## config.mk

```make
export PLATFORM = sky130hd
export DESIGN_NAME = branch_redirect_unit
export DESIGN_NICKNAME = d
export VERILOG_FILES = /design/src/rtl/branch_redirect_unit.sv
export SDC_FILE = /design/constraint.sdc
export NUM_CORES = 1
export LEC_CHECK = 0
export BUFFER_PORTS_ARGS = -buffer_cell sky130_fd_sc_hd__buf_2
export CAP_MARGIN = 20
export CELL_PAD_IN_SITES_DETAIL_PLACEMENT = 0
export CELL_PAD_IN_SITES_GLOBAL_PLACEMENT = 1
export CORE_AREA = 2 2 141 143
export CTS_CLUSTER_SIZE = 40
export DETAILED_ROUTE_END_ITERATION = 12
export DIE_AREA = 0 0 143 145
export PLACE_DENSITY = 0.81
export SYNTH_ARGS = -nofsm -noshare
export SYNTH_HDL_FRONTEND = slang
export SYNTH_SLANG_ARGS = --single-unit
export TNS_END_PERCENT = 20
```

## constraint.sdc

```tcl
create_clock -name clk -period 4.3 [get_ports clk]
set_input_delay 0.86 -clock clk [delete_from_list [all_inputs] [get_ports clk]]
set_output_delay 0.86 -clock clk [all_outputs]
set_load 0.02 [all_outputs]
```

## src/rtl/branch_redirect_unit.sv

```systemverilog
// Branch redirect unit: turns resolved execute jumps into a flushed,
// drained, handshaked fetch redirect and counts completed redirects.
// Ports: clk/reset (sync, active-high); execute_done, jump_signal,
//   jump_target, jump_pc from execute; fetch_busy, fetch_ack from fetch;
//   trap_ack from the trap handler; jump_ready, stall_front, flush_front,
//   redirect_valid/redirect_pc to the front-end; trap_valid/trap_pc/
//   trap_tval to the trap handler; redirect_count; sticky proto_err.
// Option: define REDIRECT_MISALIGN_CHECK_EN to trap on targets with
//   bit 1 set instead of redirecting to them.
module branch_redirect_unit #(
   parameter int ADDR_W = 64,
   parameter int CNT_W  = 32
) (
   input  logic              clk,
   input  logic              reset,
   input  logic              execute_done,
   input  logic              jump_signal,
   input  logic [ADDR_W-1:0] jump_target,
   input  logic [ADDR_W-1:0] jump_pc,
   input  logic              fetch_busy,
   input  logic              fetch_ack,
   input  logic              trap_ack,
   output logic              jump_ready,
   output logic              stall_front,
   output logic              flush_front,
   output logic              redirect_valid,
   output logic [ADDR_W-1:0] redirect_pc,
   output logic              trap_valid,
   output logic [ADDR_W-1:0] trap_pc,
   output logic [ADDR_W-1:0] trap_tval,
   output logic [CNT_W-1:0]  redirect_count,
   output logic              proto_err
);

   typedef enum logic [1:0] {
      IDLE  = 2'd0,
      DRAIN = 2'd1,
      ISSUE = 2'd2,
      TRAP  = 2'd3
   } state_t;

   state_t            state;
   state_t            state_nx;
   logic [ADDR_W-1:0] tgt_q;
   logic              flush_q;
   logic [CNT_W-1:0]  count_q;
   logic              perr_q;
   logic              jump;
   logic              accept;
   logic [ADDR_W-1:0] cap_tgt;

   assign jump    = execute_done && jump_signal;
   assign accept  = jump && (state == IDLE);
   // Bit 0 is forced clear for every target (JALR rule).
   assign cap_tgt = {jump_target[ADDR_W-1:1], 1'b0};

   always_comb begin
      state_nx = state;
      case (state)
         IDLE: begin
            if (accept) begin
`ifdef REDIRECT_MISALIGN_CHECK_EN
               if (cap_tgt[1])
                  state_nx = TRAP;
               else
`endif
               if (fetch_busy)
                  state_nx = DRAIN;
               else
                  state_nx = ISSUE;
            end
         end
         DRAIN: begin
            if (!fetch_busy)
               state_nx = ISSUE;
         end
         ISSUE: begin
            if (fetch_ack)
               state_nx = IDLE;
         end
`ifdef REDIRECT_MISALIGN_CHECK_EN
         TRAP: begin
            if (trap_ack)
               state_nx = IDLE;
         end
`endif
         default: state_nx = IDLE;
      endcase
   end

   always_ff @(posedge clk) begin
      if (reset) begin
         state   <= IDLE;
         tgt_q   <= '0;
         flush_q <= 1'b0;
         count_q <= '0;
         perr_q  <= 1'b0;
      end else begin
         state   <= state_nx;
         flush_q <= accept;
         if (accept)
            tgt_q <= cap_tgt;
         if (state == ISSUE && fetch_ack)
            count_q <= count_q + 1'b1;
         // A jump arriving while busy is dropped but remembered as an error.
         if (jump && state != IDLE)
            perr_q <= 1'b1;
      end
   end

   assign jump_ready     = (state == IDLE);
   assign stall_front    = (state != IDLE);
   assign flush_front    = flush_q;
   assign redirect_valid = (state == ISSUE);
   assign redirect_pc    = tgt_q;
   assign redirect_count = count_q;
   assign proto_err      = perr_q;

`ifdef REDIRECT_MISALIGN_CHECK_EN
   logic [ADDR_W-1:0] pc_q;
   logic              unused_ok;

   always_ff @(posedge clk) begin
      if (reset)
         pc_q <= '0;
      else if (accept)
         pc_q <= jump_pc;
   end

   assign trap_valid = (state == TRAP);
   assign trap_pc    = pc_q;
   assign trap_tval  = tgt_q;
   assign unused_ok  = jump_target[0];
`else
   logic unused_ok;

   assign trap_valid = 1'b0;
   assign trap_pc    = '0;
   assign trap_tval  = '0;
   assign unused_ok  = ^{trap_ack, jump_pc, jump_target[0]};
`endif

endmodule

```

Yosys cells after proc, flatten, opt, wreduce, memory -nomap -nowiden
Cells that the tools add are included.

$add $sub $neg: 1. Equal/unequal tests: 5. Mux-type cells: 5. Reductions and logical operators: 7.

Operator list (count): $add A32 B1 Y32 const B (1); $mux W2 (4); $pmux W2 S3 (1); $logic_and A1 B1 Y1 (4); $ne A2 B2 Y1 const B (2); $reduce_and A3 Y1 (1); $eq A2 B1 Y1 const B (1); $eq A2 B2 Y1 const B (1); $logic_not A2 Y1 (1); $ne A2 B1 Y1 const B (1); $reduce_bool A2 Y1 (1).

Register bits: 99. Bits of input ports: 135. Output and inout port bits: 230.

Longest topological paths before layout
Gate-level depths: netlist (run 1).

Word-level depth: 4. Depth in mapped cells: 7.

Least setup slack after synthesis (run 1)
OpenSTA, ideal clock, no wires.

Kind: input-to-reg. Start point: in fetch_ack. End point: reg count_q[30] (netlist: redirect_count[30]). Arrival time: 2.048 ns. Data required time: 4.179 ns. Setup slack: 2.132 ns. Stages: 6. Path buffers: 2. Cells stage by stage: nand4b_4 or2_1 buf_6 buf_6 nor4_4 mux2_2.

Cells in the longest elaborated chain, start to end: 1.

Ends and longest elaborated chain: start, declared (line 21) `input logic fetch_ack,`; $logic_and A1 B1 Y1 (line 103) `if (state == ISSUE && fetch_ack)`; end signal, assigned (line 104) `count_q <= count_q + 1'b1;`; end, declared (line 46) `logic [CNT_W-1:0] count_q;`.

No other way between the ends. A chain may end at the register's enable or synchronous reset.

Worst setup path in the final report (run 1)
Start point: in fetch_ack. End point: reg count_q[31] (netlist: redirect_count[31]).

Same word-level chain as after synthesis.

==> metrics list, run 1 <==
* Run status: complete, no violations
- Area of the die: 20740 um^2
* Area of combinational cells with multiple inputs: approximately 2200 um^2
- The worst pin sits at a relative slew slack of 0.4738.
- I/O Pins: between 300 and 400
* Fmax achieved: ~430 MHz
* Worst Hold Depth: 2
* VDD IR max: 0.1969 mV
- Clock slew seen by the registers of the worst setup and hold paths: 70 ps
- # H-tree levels: 3
- Counting I/O delays and the setup requirement, the final critical path takes ~2300 ps.
- Switching share of total power: 0.2921
- Across the run, the number of max-cap violations was 0.
- Registers take around 2000 um^2.
- Net count of the finished layout: approximately 900
- Half-perimeter wire length after detailed placement: ~8300 um
- By area the synthesized netlist is led by sky130_fd_sc_hd__dfxtp_1 41%, sky130_fd_sc_hd__buf_4 20%, sky130_fd_sc_hd__nand2_1 11%.
* Unrepaired setup endpoints after global routing: false
* Wirelength, routed: 11720 um
- The initial antenna violation count is 0.
- Required time reported for the critical path endpoint: approximately 4600 ps
* Post-detailed-route count of antenna-violating nets: 0
* Number of buffers added by the clock tree synthesis step: 9
* Setup skew after layout: between 10 and 15 ps
- Type of the worst min-delay path: reg -> reg
- In this run the core area contains 51 standard-cell rows.
- STA classifies the critical path startpoint as an input port.
- STA classifies the critical path endpoint as a register.
- Number of synthesized flops with an enable pin: 0
- After filler insertion, the fill cell instance count of the layout stands at 2124.
- P&R area growth vs syn: 17.68%
- Entering global routing, the biggest net connects between 70 and 80 pins.
- The share of total power dissipated in sequential elements is 0.464.
- Min-Delay Startpoint: redirect_pc[43]
- Total global-route track usage: 0.1066
* Ys async rst share: 0
- The setup path with the least slack is of type in -> reg.
- Dominant cell type by area after synthesis: sky130_fd_sc_hd__dfxtp_1
- Setup violations remaining at the end of the flow were counted as 0.
- Summed over all failing endpoints, the final setup total negative slack is 0 ps.
* TritonCTS clock tree: yes
- Of the available clock period, the critical path in the final layout requires 0.5364.
- 0 antenna diodes ended up in the layout.
- The share of total power dissipated in combinational logic is 0.140.
- Final hold viol count: 0
- The root buffer cell chosen for the clock tree is sky130_fd_sc_hd__clkbuf_16.
* Number of gates given a new drive strength after cts: 0
- Wire per inst: 11.48 um
- The first routing iteration left between 150 and 200 violations.
- The worst register-to-register path begins at state[1].
* Max-slew violations: 0
- Cell-internal power: approximately 0.0015 W
- Layout cell share with drive strength beyond 1: 0.2619
- Per-instance average area after synthesis: between 8 and 9 um^2
- Count of different cell masters after synthesis: 39
* Length of the first detailed-routing pass in iterations: 4
* X dimension of the die: ~140 um
- Number of cells in the finished layout apart from fillers: about 1000
- Routability-driven placement finished with a final weighted congestion of 0.7442.
- The count of buffers added on input and output ports is 168.
- The total area inside the core boundary comes to 19210 um^2.
- Arrival @ worst endpoint: approximately 2600 ps
- Worst Max-Slew Pin Slew: about 790 ps
* Worst-Skew Late Latency: 350 ps
- By instance count, the leading cell after synthesis is sky130_fd_sc_hd__nand2_1.
- Counting along the longest clock path gives a buffer depth of 2.
* Biggest fanout along the worst timing path: 19
* Final global-route overflow total: 0
- The number of hold buffers added after CTS was 0.
- In this run the power spent charging and discharging nets is 0.0006050 W.
- Of the post-synthesis cell area, the dominant cell type holds 0.4064.
* Lkg Pwr: roughly 2.7 nW
- Per-cell via count in the routed design: 3.887
- Synthesized area: 4877 um^2
* Total power divided by cell area: 360.9 nW/um^2
- Top FF cell, synth: sky130_fd_sc_hd__dfxtp_1
* Dpl cells: between 1000 and 1500
- Clock share of power: 0.396
- From bottom edge to top edge, the die measures approximately 150 um.
- Number of global-route vias before repair: about 3300
- The first global-routing pass estimated 17570 um of wire.
* Post-CTS Repair Setup Buffers: 0
* Commonest cells in the synthesized netlist: 138 x sky130_fd_sc_hd__nand2_1, 131 x sky130_fd_sc_hd__buf_4, 99 x sky130_fd_sc_hd__dfxtp_1
- In the routed design, unresolved DRC markers number 0.
- Clock sink count: just under 100
* Number of cells on the worst reg-to-reg path: 6
- The detailed router placed 3969 vias in this run.
- Gate Count Post-Synth: around 600
- Launching instance or port of the critical path: fetch_ack
- Synth warn: 0
- For this configuration, the core starts out at a cell density of 0.2539.
- Setup slack on the worst reg-to-reg path comes out at roughly 2000 ps.
* Sequential fraction of the synthesis area: 0.4064
* Post-synthesis register bit count: 99
## worst max-delay path, cell delays in order
cell and delay, ps:
sky130_fd_sc_hd__buf_2 120, sky130_fd_sc_hd__and3b_1 380, sky130_fd_sc_hd__nand4_2 450, sky130_fd_sc_hd__or4_1 610
sky130_fd_sc_hd__a21oi_1 150
## path summary, 6_finish.rpt
path / to
max: redirect_count[31]
min: redirect_pc[43]
max reg2reg: redirect_pc[11]
min reg2reg: redirect_pc[43]
## layout make-up
cell class	instances	share of cell area
clock inverters	5	0.01112
multi-input cells	466	0.3918
repair buffers	171	0.1509
well taps	265	0.05777
clock buffers	10	0.03990
inverters	5	0.003270
flip-flops and latches	99	0.3453
## kinds of logic after synthesis
family          count (synthesis)  share of synthesized area
flops                          99                     0.4064
compound gates                 98                     0.1054
mux                             6                    0.01360
other cells                     1                  0.0007689
buf+inv                       165                     0.2332
simple gates                  221                     0.2201
fa+ha+maj                       1                   0.002565
xor+xnor                       10                    0.01796
## power groups by stage
stage               combinational (W)  clock, W  sequential (W)
CTS                          0.000292  0.000861        0.000961
detailed placement           0.000291         0        0.000982
global placement             0.000291         0        0.000981
floorplan                    0.000261         0         0.00102
global route                 0.000317  0.000891        0.000965
finish                       0.000290  0.000820        0.000961
## layer usage
layer	part of all wire	up-vias	routed length [um]	global-route usage
met1	0.45	1761	5228	0.1377
met2	0.47	164	5552	0.1708
li1	-	2035	-	-
met5	0	-	0	0
met4	0.014	0	163	0.03762
met3	0.066	9	778	0.02805
## through the flow
stage               power [W]  cell area, um^2    util  setup WS [ps]  hold WS [ps]
floorplan            0.001280             5361       -           2132         521.8
global placement     0.001272             5446  0.2836           1685         439.1
detailed placement   0.001273             5446  0.2836           1654         443.0
CTS                  0.002114             5739  0.2988           1934         452.1
global route         0.002172             5739  0.2988           1780         470.1
finish               0.002071             5739  0.2988           1993         450.1
## sequential cells by signal, indices dropped and copies added, names as in the netlist
| signal | count |
|---|---|
| redirect_pc | 63 |
| flush_front | 1 |
| redirect_count | 32 |
| state | 2 |
| proto_err | 1 |
## layout by cell type (no fill, tap or decap), drive strengths merged
cell,count
a21oi,81
a31oi,1
and2,1
and3,4
and3b,1
and4,6
buf,171
bufinv,1
clkbuf,10
clkinvlp,3
conb,130
dfxtp,99
ha,1
inv,6
mux2,5
mux2i,1
nand2,138
nand3,9
nand4,8
nand4b,1
nor2,19
nor2b,6
nor3,3
nor4,6
nor4b,1
o21ai,7
o31ai,9
or2,2
or3,6
or4,10
xnor2,4
xor2,6
No activity file was read; power rests on OpenSTA's default activity.
==> run 2: changes to the inputs <==
- ABC_AREA: not set -> 1
- CORE_AREA: 2 2 141 143 -> not set
- CORE_ASPECT_RATIO: not set -> 0.75
- CORE_MARGIN: not set -> 1.5
- CORE_UTILIZATION: not set -> 24
- DIE_AREA: 0 0 143 145 -> not set
- PLACE_DENSITY: 0.81 -> 0.8
- clock period: 4.3 -> 2.05 ns (I/O delays scaled with it)
==> metrics list, run 2 <==
* Run status: complete, no violations
- Gate Count Post-Synth: 702 (+17%)
- Arrival @ worst endpoint: 1940 ps (-630 ps)
* Number of buffers on the longest clock path: 2 (unchanged)
* Xor/xnor cell area share of the yosys netlist: 0.003465 (-0.01449)
- Routability Congestion: 0.7999 (+7.5%)
* Number of global-route vias before repair: 3848 (+17%)
- Number of cells in the finished layout apart from fillers: 1151 (+13%)
- Net count of the finished layout: 1000 (+13%)
- Top cells by area in the synthesized netlist: sky130_fd_sc_hd__dfxtp_1 39%, sky130_fd_sc_hd__buf_4 19%, sky130_fd_sc_hd__nor2_1 13%
* Period Utilization, post-route: 0.8061
- CTS placed an instance of sky130_fd_sc_hd__clkbuf_16 at the clock tree root.
- The portion of total power attributed to combinational logic was 0.164 (+0.024).
- Worst reg2reg startpoint: redirect_count[5]
- Switching share of total power: 0.3156 (+0.02345)
* Top-area cell type share of the netlist area: 0.3921 (-0.01428)
* Final hold viol count: 0 (unchanged)
- Most common cell type on the critical path: sky130_fd_sc_hd__nand2_1
* Post-CTS Repair Setup Buffers: 0 (unchanged)
- Largest net degree at the start of global routing: 65 (-9.7%)
* Fmax achieved: 605.2 MHz
- Sequential fraction of the synthesis area: 0.3921 (-0.01428)
- The clock insertion delay at the later pin of the skew report is 350 ps (about the same).
- Area of the core: 20440 um^2 (+6.4%)
* Lkg Pwr: 3.083 nW (+15%)
* Number of antenna violations at the first check in global routing: 0 (unchanged)
- The mean post-synth cell area was 7.201 um^2 (-11%).
* Post-CTS Hold Buffers: 0 (unchanged)
* Slowest stage cell on the critical path: sky130_fd_sc_hd__dfxtp_1
* Count of buffers inserted at the top-level ports: 168 (unchanged)
* Post-detailed-route count of antenna-violating nets: 0 (unchanged)
- The number of buffers added by the clock tree synthesis step came to 9 (unchanged).
* Setup skew after layout: 8.950 ps (-2.002 ps)
- The die width was 170.6 um (+19%).
- Min Clock Period, post-route: 1652 ps
- Number of gates given a new drive strength after cts: 0 (unchanged)
- Max-slew violations: 0 (unchanged)
- Unrepaired setup endpoints after global routing: false
* Total vias in the final route: 4552 (+15%)
- By area, the combinational part of the netlist is dominated by simple AND/OR/NAND/NOR gates.
* Most repeated cell in the gate-level netlist after synthesis: sky130_fd_sc_hd__nor2_1
- TritonCTS built the clock tree.
- The max-capacitance violation count came to 0 (unchanged).
- The startpoint identified for the worst hold timing path is jump_target[50].
- VDD IR max: 0.3038 mV (+54%)
* Half-perimeter wire length after detailed placement: 9556 um (+15%)
* Crit. End Element: register
- Area fraction in compound gates after synthesis: 0.09406 (-0.01138)
- The die span in y came to 128.7 um (-11%).
- The minimum setup slack among reg-to-reg paths is 400 ps (-1640 ps).
* Proportion of synthesized area in mux cells: 0 (-0.01360)
- The adder and majority gate portion of the synthesized area came to 0.002475 (-0.00009017).
- The library cell used most frequently in the layout, excluding fill and tap cells, is sky130_fd_sc_hd__nor2_1.
- The worst register-to-register path ends at redirect_count[23].
- Final-layout worst hold slack: 272.6 ps (-177.4 ps)
- Commonest cells after routing, fill and taps aside: 178 x sky130_fd_sc_hd__nor2_1, 168 x sky130_fd_sc_hd__buf_2, 130 x sky130_fd_sc_hd__conb_1, 99 x sky130_fd_sc_hd__dfxtp_1, 70 x sky130_fd_sc_hd__nand2_1
- The diode insertion count for antenna repair is 0 (unchanged).
- The count of cell instances traversed by the critical path was 8 (+3).
- After synthesis, the most frequently instantiated cells are 178 x sky130_fd_sc_hd__nor2_1, 130 x sky130_fd_sc_hd__buf_4, 99 x sky130_fd_sc_hd__dfxtp_1.
- I/O Pins: 365 (unchanged)
- The count of flip-flops with a built-in enable after synthesis was 0 (unchanged).
- The total negative slack was 0 ps (unchanged).
- The switching power was 0.001409 W (+130%).
- Final global-route overflow total: 0 (unchanged)
* Post-placement worst setup slack: 435.7 ps (-1219 ps)
- Of all cell types, the one taking the most synthesized area is sky130_fd_sc_hd__dfxtp_1.
- The placed instance count was 1135 (+13%).
- From synthesis to final layout, the design area changed by 19.50%.
- The final setup violation count came to 0 (unchanged).
* Post-synthesis register bit count: 99 (unchanged)
- Drt first-iter violations: 210 (+21%)
- Number of cells on the worst reg-to-reg path: 8 (+2)
- Series of cell instances along the critical path: nand2_1, nor2_4, nand3_1, nor2_2, nand2_1, nand2_1, nand2_1, nor2_1
- Ys async rst share: 0 (unchanged)
* Critical path's largest stage delay: 420 ps (-190 ps)
* Std-Cell Rows: 45 (-12%)
- Total global-route track usage: 0.1152 (+0.008561)
- The number of sinks driven by the clock tree came to 99 (unchanged).
- The detailed-route DRC error count was 0 (unchanged).
- The share of power burned in the clock network was 0.375 (-0.021).
- Area of the die: 21950 um^2 (+5.9%)
- Crit path kind: reg -> reg
- The basic-gate share of the synthesized area counting and, or, nand and nor cells came to 0.2584 (+0.03830).
- The smallest setup slack after layout is 397.5 ps (-1596 ps).
- Wire per inst: 11.45 um (-0.25%)
* # H-tree levels: 3 (unchanged)
- Top FF cell, synth: sky130_fd_sc_hd__dfxtp_1
- Wirelength, routed: 13180 um (+12%)
- The initial core utilization is 0.2473 (-0.006603).
- Family of cells with the greatest summed delay on the critical path: simple AND/OR/NAND/NOR gates
- The CTS clock-pin slew for the worst setup and hold paths is 80 ps (about the same).
* Proportion of power drawn by flip-flops and latches: 0.461 (-0.003)
- The internal power consumption came to 0.003056 W (+110%).
- The number of flip-flops in the largest register was 63 (unchanged).
- The worst-path maximum fanout came to 8 (-11).
* Required time reported for the critical path endpoint: 2330 ps (-2240 ps)
- Type of the worst min-delay path: in -> reg
- The per-cell via count in the routed design was 3.955 (+1.7%).
- Layout cell share with drive strength beyond 1: 0.2371 (-0.02485)
- The worst path buffer plus inverter count came to 0 (-1).
- The detailed-router iteration count before antenna repair is 5 (+1).
- The worst setup path is launched from a register.
- Endpoint with the worst hold slack: redirect_pc[50]
* Count of different cell masters after synthesis: 30 (-23%)
* Worst Hold Depth: 3 (+1)
* Synth warn: 0 (unchanged)
- The areal power density over the cells was 739.2 nW/um^2 (+100%).
- Global-route wire length before repair: 19890 um (+13%)
- Synthesized area: 5055 um^2 (+3.6%)
## run 2: changes by cell type after synthesis, moves of 6 or more
cell / change
sky130_fd_sc_hd__a21oi_1: -65
sky130_fd_sc_hd__and4_1: -6
sky130_fd_sc_hd__inv_1: +38
sky130_fd_sc_hd__nand2_1: -68
sky130_fd_sc_hd__nand3_1: +17
sky130_fd_sc_hd__nor2_1: +159
sky130_fd_sc_hd__nor2b_1: -6
sky130_fd_sc_hd__nor3_1: +6
sky130_fd_sc_hd__o21ai_0: +56
sky130_fd_sc_hd__o21ai_1: +9
sky130_fd_sc_hd__o31ai_1: -9
sky130_fd_sc_hd__or3_1: -6
sky130_fd_sc_hd__or4_1: -10
## run 2: how the worst max path moves through the flow
stage | end | start
3_3_place_gp | redirect_count[29] | fetch_ack
5_1_grt | redirect_count[26] | redirect_count[1]
3_5_place_dp | redirect_count[23] | fetch_ack
6_report | redirect_count[23] | redirect_count[5]
2_1_floorplan | redirect_count[26] | redirect_count[1]
4_1_cts | redirect_count[24] | redirect_count[1]
## run 2: per-stage QoR
stage          total power [W]  cell area [um^2]    util
6_report              0.004466              6041  0.2956
2_1_floorplan         0.002793              5539       -
5_1_grt               0.004696              6041  0.2956
3_3_place_gp          0.002827              5754  0.2815
3_5_place_dp          0.002836              5754  0.2815
4_1_cts               0.004554              6041  0.2956
## run 2: cell families after synthesis
family | Yosys count
flops | 99
other cells | 1
simple gates | 306
fa+ha+maj | 1
xor+xnor | 2
compound gates | 93
buf+inv | 200
## run 2: power by group through the flow
stage / Sequential, W / Combinational, W / Clock [W]
after global placement: 0.00210 / 0.000726 / 0
after CTS: 0.00206 / 0.000733 / 0.00176
final: 0.00206 / 0.000731 / 0.00167
after floorplan: 0.00222 / 0.000573 / 0
after detailed placement: 0.00210 / 0.000732 / 0
after global routing: 0.00207 / 0.000802 / 0.00182
## run 2: cell type report
cell class	count	area, um^2
Multi-Input combinational cell	532	2300
Clock inverter	6	57.56
Timing Repair Buffer	175	943.4
Tap cell	282	352.8
Inverter	47	176.4
Sequential cell	99	1982
Fill cell	2266	14400
Clock buffer	10	229.0
## run 2: worst reg2reg max path, delay by kind of cell, from the launching register on
kind | cells | cell delay, ps
DFF | 1 | 420
and+or+nand+nor | 8 | 1180
## run 2: per-layer routing
layer | vias up | track usage | share of wire
met1 | 2077 | 0.1560 | 0.48
met3 | 9 | 0.02861 | 0.068
met2 | 183 | 0.1798 | 0.45
met4 | 0 | 0.03592 | 0.010
met5 | - | 0 | 0
li1 | 2283 | - | -
==> run 3: changes to the inputs <==
- clock period: 2.05 -> 1.3 ns (I/O delays scaled with it)
==> metrics list, run 3 (same netlist as run 2, synthesis figures left out) <==
- The detailed-router iteration count before antenna repair is 4 (-1).
* Final global-route overflow total: 0 (unchanged)
* Crit. End Element: register
* Starting density of the core: 0.2473 (unchanged)
- Number of antenna violations at the first check in global routing: 0 (unchanged)
- Period Utilization, post-route: 1.057 (+0.2508)
- The diode insertion count for antenna repair is 0 (unchanged).
- Area of the core: 20440 um^2 (unchanged)
- The worst path buffer plus inverter count was 0 (unchanged).
- Violations in the final reports: setup timing
- Clock Tree Root: sky130_fd_sc_hd__clkbuf_16
* Biggest fanout along the worst timing path: 5 (-3)
- Die span in y: 128.7 um (unchanged)
- Count of buffers inserted at the top-level ports: 168 (unchanged)
* Detailed-routed wire length on met2: 6127 um (+4.1%)
- Global-route wire length before repair: 20340 um (+2.3%)
* Total power divided by cell area: 1019 nW/um^2 (+38%)
* X dimension of the die: 170.6 um (unchanged)
* Total global-route track usage: 0.1179 (+0.002741)
- The pin count of the biggest net entering global routing was 54 (-17%).
- The post-route met1 wirelength is 6692 um (+6.9%).
- The detailed-route via count was 4693 (+3.1%).
* Number of buffers on the longest clock path: 2 (unchanged)
* Wire per inst: 11.27 um (-1.6%)
* Final worst setup slack: -73.94 ps (-471.5 ps)
- The delay of the slowest cell on the worst path is 380 ps (-40 ps).
- P&R area growth vs syn: 39.38%
- Final-layout worst hold slack: 123.7 ps (-148.9 ps)
* Post-detailed-route count of antenna-violating nets: 0 (unchanged)
- Std-Cell Rows: 45 (unchanged)
- The detailed-routed wire length on met3 is 864 um (-3.6%).
* Required time reported for the critical path endpoint: 1540 ps (-790 ps)
* VDD IR max: 0.6230 mV (+110%)
- The share of final-layout standard cells stronger than drive strength 1 is 0.3843 (+0.1472).
- Routed signal wires occupy layers up through met4.
- Fmax achieved: 727.8 MHz (+20%)
- The shortest clock period the worst path allows after layout came to 1374 ps (-278.5 ps).
- The total length of routed wires came to 13790 um (+4.6%).
* I/O Pins: 365 (unchanged)
* Most common cell type on the critical path: sky130_fd_sc_hd__nor2_4
* Area of the die: 21950 um^2 (unchanged)
* Post-CTS Hold Buffers: 0 (unchanged)
- Unrepaired setup endpoints after global routing: true
- Type of the worst min-delay path: in -> reg
- Half-perimeter wire length after detailed placement: 10150 um (+6.2%)
* Crit path kind: reg -> reg
* Final setup violating endpoints: 41 (+41)
- The library cells used most frequently in the layout, excluding fill and tap cells, are 158 x sky130_fd_sc_hd__buf_2, 151 x sky130_fd_sc_hd__nor2_1, 130 x sky130_fd_sc_hd__conb_1, 76 x sky130_fd_sc_hd__dfxtp_1, 65 x sky130_fd_sc_hd__buf_4.
- Run status: complete, but fails checks
- Routability Congestion: 0.7725 (-3.4%)
* Arrival @ worst endpoint: 1620 ps (-320 ps)
* Family of cells with the greatest summed delay on the critical path: simple AND/OR/NAND/NOR gates
* Worst-Skew Late Latency: 350 ps (about the same)
- Net count of the finished layout: 1073 (+7.3%)
- TritonCTS clock tree: yes
- The static leakage was 3.575 nW (+16%).
- The number of sinks driven by the clock tree came to 99 (unchanged).
- The CTS clock-pin slew for the worst setup and hold paths came to 80 ps (about the same).
- Drt first-iter violations: 203 (-3.3%)
- DRC viols: 0 (unchanged)
* Slowest stage cell on the critical path: sky130_fd_sc_hd__dfxtp_4
- Most common cell after layout, fill and taps aside: sky130_fd_sc_hd__buf_2
- STA classifies the critical path startpoint as a register.
- # H-tree levels: 3 (unchanged)
- The number of buffers added by the clock tree synthesis step was 9 (unchanged).
- The number of endpoints with negative hold slack in the final report was 0 (unchanged).
* Per-cell via count in the routed design: 3.834 (-3.1%)
- The number of flip-flops in the largest register was 63 (unchanged).
- The number of non-filler instances in the completed layout was 1224 (+6.3%).
- The final number of max-transition violations was 0 (unchanged).
- Number of global-route vias before repair: 4078 (+6.0%)
- The final clock skew came to 9.229 ps (+0.2791 ps).
* Series of cell instances along the critical path: ha_4, nand2_4, nor2_4, nand2_2, nor2_4, nand3_2, o21ai_1, nor2_1
* Maxcap violations: 0 (unchanged)
* Dpl cells: 1197 (+5.5%)
[run 3: changes by cell type in the layout (fill, tap and decap cells not counted), sizes merged]
| cell | previous run | this run |
|---|---|---|
| buf | 175 | 244 |
| clkbuf | 10 | 13 |
| clkinv | 3 | 2 |
| inv | 50 | 52 |
[run 3: final cells by class]
cell class	count	area (um^2)
Clock inverter	7	57.56
Tap cell	282	352.8
Sequential cell	99	2031
Inverter	47	183.9
Timing Repair Buffer	248	1650
Fill cell	2210	13390
Multi-Input combinational cell	532	2545
Clock buffer	9	225.2
[run 3: worst paths after layout]
| kind | start | to | slack [ps] | cells past startpoint |
|---|---|---|---|---|
| setup / recovery | redirect_count[1] | redirect_count[24] | -70 | 8 |
| hold / removal | jump_target[43] | redirect_pc[43] | 120 | 3 |
| hold reg to reg | proto_err | proto_err | 470 | 2 |
| setup reg to reg | redirect_count[1] | redirect_count[24] | -70 | 8 |
[run 3: layer usage]
metal  track usage  vias up
li1              -     2431
met5             0        -
met4       0.02655        0
met2        0.1842      156
met3       0.03445        5
met1        0.1603     2101
[run 3: repair_timing]
action                                  CTS  global route
buffers inserted                          1             7
endpoints found under the setup margin   62           104
resized for setup                        40            69
gates cloned                              0             3
pin swaps                                16            20
hold endpoints to repair                  0             0
[run 3: worst register-to-register path, delay by kind of cell (launching register included)]
| kind | cells | cell delay (ps) |
|---|---|---|
| AOI/OAI and AO/OA | 1 | 130 |
| adders and majority gates | 1 | 160 |
| DFF | 1 | 380 |
| and+or+nand+nor | 6 | 600 |
[run 3: where the power goes]
part           internal (W)  switching, W  total (W)
Clock               0.00134       0.00129    0.00263
Combinational      0.000409      0.000906    0.00131
Sequential          0.00317     0.0000737    0.00324
Total               0.00491       0.00227    0.00718
[run 3: per-stage QoR]
stage	total power (W)	cell area (um^2)	setup WS, ps	util	TNS [ps]
final	0.007183	7046	-73.94	0.3447	-1153
after global placement	0.004505	6312	-91.67	0.3088	-727.4
after floorplan	0.004401	5632	-24.36	-	-24.36
after global routing	0.007554	7046	-185.9	0.3447	-7855
after CTS	0.007227	6718	-87.40	0.3287	-892.3
after detailed placement	0.004515	6312	-95.96	0.3088	-1181
